==> config.mk <==
export PLATFORM = sky130hd
export DESIGN_NAME = lsu_cache_arbiter
export DESIGN_NICKNAME = d
export VERILOG_FILES = /design/src/rtl/lsu_cache_arbiter.sv
export SDC_FILE = /design/constraint.sdc
export NUM_CORES = 1
export LEC_CHECK = 0
export ABC_AREA = 1
export CAP_MARGIN = 5
export CORE_MARGIN = 8
export CORE_UTILIZATION = 34
export DETAILED_ROUTE_END_ITERATION = 16
export PLACE_DENSITY = 0.9
export SYNTH_ARGS = -nofsm -noshare
export SYNTH_HDL_FRONTEND = slang
export SYNTH_SLANG_ARGS = --single-unit
==> constraint.sdc <==
create_clock -name clk_i -period 1.5 [get_ports clk_i]
set_input_delay 0.45 -clock clk_i [delete_from_list [all_inputs] [get_ports clk_i]]
set_output_delay 0.45 -clock clk_i [all_outputs]
set_load 0.01 [all_outputs]
==> src/rtl/lsu_cache_arbiter.sv <==
`default_nettype none
// ============================================================================
// Module   : lsu_cache_arbiter
// Purpose  : Shares the single data-cache controller port between the load
//            and store units and routes each completion back to its owner.
// Revision : 1.0  initial release
// ============================================================================
module lsu_cache_arbiter #(
    parameter int XLEN         = 32,
    parameter int STARVE_LIMIT = 4
) (
    input  logic            clk_i,
    input  logic            rst_n_i,

    input  logic            ldu_read_i,
    input  logic [XLEN-1:0] ldu_address_i,
    input  logic            ldu_cachable_i,
    output logic            ldu_data_valid_o,
    output logic [XLEN-1:0] ldu_data_o,

    input  logic            stu_write_i,
    input  logic [XLEN-1:0] stu_address_i,
    input  logic [XLEN-1:0] stu_data_i,
    input  logic [3:0]      stu_byte_en_i,
    input  logic            stu_cachable_i,
    output logic            stu_done_o,

    input  logic            cache_ctrl_idle_i,
    output logic            cache_ctrl_read_o,
    output logic            cache_ctrl_write_o,
    output logic [XLEN-1:0] cache_ctrl_address_o,
    output logic [XLEN-1:0] cache_ctrl_data_o,
    output logic [3:0]      cache_ctrl_byte_en_o,
    output logic            cache_ctrl_cachable_o,
    input  logic            cache_ctrl_data_valid_i,
    input  logic [XLEN-1:0] cache_ctrl_data_i,
    input  logic            cache_ctrl_write_done_i,

    output logic            idle_o
);

    localparam int               CNT_W      = $clog2(STARVE_LIMIT + 1);
    localparam logic [CNT_W-1:0] STARVE_MAX = CNT_W'(STARVE_LIMIT);

    typedef enum logic [1:0] {
        ST_IDLE  = 2'd0,
        ST_READ  = 2'd1,
        ST_WRITE = 2'd2
    } state_t;

    state_t            state_q,    state_d;
    logic [XLEN-1:0]   addr_q,     addr_d;
    logic [XLEN-1:0]   data_q,     data_d;
    logic [3:0]        byte_en_q,  byte_en_d;
    logic              cachable_q, cachable_d;
    logic [CNT_W-1:0]  starve_q,   starve_d;

    logic              w_same_word;
    logic              w_pick_store;
    logic              w_grant;

    always_ff @(posedge clk_i or negedge rst_n_i) begin
        if (!rst_n_i) begin
            state_q    <= ST_IDLE;
            addr_q     <= '0;
            data_q     <= '0;
            byte_en_q  <= '0;
            cachable_q <= 1'b0;
            starve_q   <= '0;
        end else begin
            state_q    <= state_d;
            addr_q     <= addr_d;
            data_q     <= data_d;
            byte_en_q  <= byte_en_d;
            cachable_q <= cachable_d;
            starve_q   <= starve_d;
        end
    end

    always_comb begin
        // A load to the same word as a waiting store must observe the store first.
        w_same_word  = (ldu_address_i[XLEN-1:2] == stu_address_i[XLEN-1:2]);
        w_pick_store = stu_write_i &
                       (~ldu_read_i | w_same_word | (starve_q == STARVE_MAX));
        w_grant      = (state_q == ST_IDLE) & cache_ctrl_idle_i &
                       (ldu_read_i | stu_write_i);

        state_d    = state_q;
        addr_d     = addr_q;
        data_d     = data_q;
        byte_en_d  = byte_en_q;
        cachable_d = cachable_q;
        starve_d   = starve_q;

        case (state_q)
            ST_IDLE: begin
                if (w_grant) begin
                    if (w_pick_store) begin
                        state_d    = ST_WRITE;
                        addr_d     = stu_address_i;
                        data_d     = stu_data_i;
                        byte_en_d  = stu_byte_en_i;
                        cachable_d = stu_cachable_i;
                        starve_d   = '0;
                    end else begin
                        state_d    = ST_READ;
                        addr_d     = ldu_address_i;
                        data_d     = '0;
                        byte_en_d  = '0;
                        cachable_d = ldu_cachable_i;
                        if (!stu_write_i) begin
                            starve_d = '0;
                        end else if (starve_q != STARVE_MAX) begin
                            starve_d = starve_q + CNT_W'(1);
                        end
                    end
                end
            end
            ST_READ: begin
                if (cache_ctrl_data_valid_i) begin
                    state_d = ST_IDLE;
                end
            end
            ST_WRITE: begin
                if (cache_ctrl_write_done_i) begin
                    state_d = ST_IDLE;
                end
            end
            default: begin
                state_d = ST_IDLE;
            end
        endcase
    end

    // Responses are only honoured in the matching state; strays never pulse.
    assign ldu_data_valid_o      = (state_q == ST_READ) & cache_ctrl_data_valid_i;
    assign ldu_data_o            = ldu_data_valid_o ? cache_ctrl_data_i : '0;
    assign stu_done_o            = (state_q == ST_WRITE) & cache_ctrl_write_done_i;

    assign cache_ctrl_read_o     = (state_q == ST_READ);
    assign cache_ctrl_write_o    = (state_q == ST_WRITE);
    assign cache_ctrl_address_o  = addr_q;
    assign cache_ctrl_data_o     = data_q;
    assign cache_ctrl_byte_en_o  = byte_en_q;
    assign cache_ctrl_cachable_o = cachable_q;

    assign idle_o = (state_q == ST_IDLE) & ~ldu_read_i & ~stu_write_i;

endmodule
`default_nettype wire

==> impl_metrics.ini <==
[layout]
final_cells = 959
antenna_cells = 0
drive_above_1_share_pct = 42.3
area_growth_pct = 101
nets = 954
final_common_cell = nand2_1
final_cell_mix = nand2_1 (125), clkdlybuf4s50_1 (76), dfrtp_1 (74), buf_2 (74), dlygate4sd2_1 (55)

[floorplanning]
die_y_um = 124
coreArea_mm2 = 0.0114
fp.dieW_um = 124
ios = 247
dieArea_mm2 = 0.0154
initial_core_util_pct = 34.9
std_cell_rows = 39

[yosys]
synth_largest_area_cell = dfrtp_1
syn_nets = 672
synth.area.top_cells = dfrtp_1 (46%), nand2_1 (17%), nand3_1 (8.7%), nand4_1 (5.3%), nor2_1 (4.8%)
synthCells = 529
synth_area_mm2 = 0.00399
yosysUniqueCellTypes = 24
synth_edf_count = 0
ys_seq_elements = 74
seq_area_frac_synth_pct = 46.4
yosys_warnings = 0
synth_top_cell_area_share_pct = 46.4
synth-async-reset-ratio_pct = 100
post_synth.cell_area_avg_um2 = 7.54
synthFlopType = dfrtp_1

[drt]
drt-pass1-iter-count = 4
drt_wl_total_um = 17500
dr_total_vias = 4766
ant_nets = 0
avgRoutedWirePerCell_um = 18.2
drcViolationCount = 0
via_per_inst = 4.97
drtIter0Drc = 269

[timing]
setup_viol = 110
relSlewSlack_pct = 71.4
period_share_pct = 121
tightest_slew_ns = 0.429
clock_skew_ns = 0.00731
rsz0062_at_grt = yes
hold_viol_final = 0
hold_slack_ns = 0.141
drv_slew = 0
worst_slack_ns = -0.317
max_freq_mhz = 550
period_needed_ns = 1.82

[clocking]
insertion_delay_ns = 0.33
cts_max_level = 3
clockBufferDepth = 2
cts-root-buf = clkbuf_16
tritoncts = yes
cts.reportedPaths.clkPinSlew_ns = 0.06
numCtsBuffers = 9
cts_num_sinks = 74

[worst_setup_path]
worstPathArrival_ns = 1.37
path_class = flop to output pin
critPathRequiredTime_ns = 1.05
ff2ff_path_depth = 10
cp_max_fo = 17
cp-end-kind = output pin
startpoint_type = flop

[power_and_ir_drop]
peakVddDrop_mv = 0.614
internal-power_mw = 5.37
swShare_pct = 33.0
p_seq_share_pct = 33.0
switchingPower_mw = 2.65
p_clk_share_pct = 29.8
comb_power_share_pct = 37.2
p_per_area_mw_per_mm2 = 1000
p_leak_nw = 4.26

[job]
cap_violations = 0

[global_routing]
antenna_found_initial = 0
grt_pass1_wl_um = 27700
grt_start_max_net_pins = 75
grt_usage_pct = 22.0
grt_pass1_vias = 5117
grt.overflow.total = 0

[status]
status = finished, violations left
violations = setup timing

[min_path]
hp-class = input pin to asynchronous set/reset pin

[placed_design]
io_buffers = 246
hpwlAfterDp_um = 11500
place.gp.congestion = 0.777
dp_cells = 916
==> power by group through the flow <==
stage / registers (mW) / clock network [mW] / logic (mW)
after floorplan: 2.84 / 0 / 0.880
after global placement: 2.66 / 0 / 2.78
after detailed placement: 2.66 / 0 / 2.84
after CTS: 2.63 / 2.43 / 2.83
after global routing: 2.69 / 2.53 / 3.22
final: 2.65 / 2.39 / 2.98
==> registers in the layout, summed over array words and instances, names as in the netlist <==
| name | flops |
|---|---|
| cache_ctrl_byte_en_o | 4 |
| state_q | 2 |
| starve_q | 3 |
| cache_ctrl_data_o | 32 |
| cache_ctrl_cachable_o | 1 |
| cache_ctrl_address_o | 32 |
==> Yosys cell counts (2+ instances only) <==
library cell and number:
buf_2 12, buf_6 7, clkbuf_1 12, dfrtp_1 74, ha_1 2, inv_1 50, nand2_1 179, nand3_1 69
nand4_1 34, nor2_1 51, nor3_1 2, o21ai_0 2, xnor2_1 21, xor2_1 4
==> through the flow <==
stage               TNS (ns)  area, um^2  setup WS, ns  utilization [%]  power, mW
finish                -25.36        8010        -0.317             70.1       8.02
detailed placement    -93.10        6910        -0.919             60.5       5.50
global route          -33.13        8010        -0.386             70.1       8.45
floorplan              -5.49        4140        -0.122                -       3.72
global placement      -88.47        6910        -0.848             60.5       5.44
CTS                   -25.87        7750        -0.343             67.9       7.89
==> final cells by class <==
type	count	area, um^2
Fill cell	887	3410
Timing Repair Buffer	303	2890
Multi-Input combinational cell	371	2560
Sequential cell	74	1850
Clock buffer	9	225
Inverter	52	195
Tap cell	143	179
Clock inverter	7	103
==> layer usage <==
| metal | up-vias | global-route usage (%) | wire length (um) |
|---|---|---|---|
| met5 | - | 0 | 0 |
| met4 | 0 | 8.93 | 536 |
| met3 | 37 | 6.17 | 1200 |
| met2 | 221 | 36.9 | 8800 |
| met1 | 2269 | 25.9 | 6930 |
| li1 | 2239 | - | - |
==> cell families after synthesis <==
| kind of cell | count (synthesis) | synth area share [%] |
|---|---|---|
| adder cells (fa/ha/maj) | 2 | 0.627 |
| AO/OA/AOI/OAI | 5 | 0.753 |
| AND/OR/NAND/NOR | 339 | 37.1 |
| XOR/XNOR | 25 | 5.49 |
| buffers and inverters | 84 | 9.60 |
| flip-flops | 74 | 46.4 |
==> path summary, 6_finish.rpt <==
kind                                                   endpoint                              start  slack [ns]
setup / recovery                                 ldu_data_o[31]             state_q[1]$_DFFE_PN0P_       -0.32
hold / removal             cache_ctrl_address_o[21]$_DFFE_PN0P_                            rst_n_i        0.14
setup reg to reg               cache_ctrl_data_o[9]$_DFFE_PN0P_             state_q[0]$_DFFE_PN0P_       -0.18
hold reg to reg               cache_ctrl_data_o[22]$_DFFE_PN0P_  cache_ctrl_data_o[22]$_DFFE_PN0P_        0.48
max in group asynchronous                state_q[1]$_DFFE_PN0P_                            rst_n_i        1.04
min in group clk_i          cache_ctrl_address_o[2]$_DFFE_PN0P_                   ldu_address_i[2]        0.34
==> what timing repair did <==
action,4_1_cts,5_1_grt
hold buffers,0,0
gates resized for setup,569,136
buffers inserted,28,7
pin swaps,83,45
setup endpoints to repair,180,127
cloned,12,1
==> worst max-delay path, stage by stage, from the launching register on <==
cell	delay, ns
dfrtp_1	0.40
nor2_4	0.15
nand2_4	0.09
buf_12	0.17
nor2_2	0.10
buf_2	0.14
Note: power is estimated with default switching activity, not from simulation.
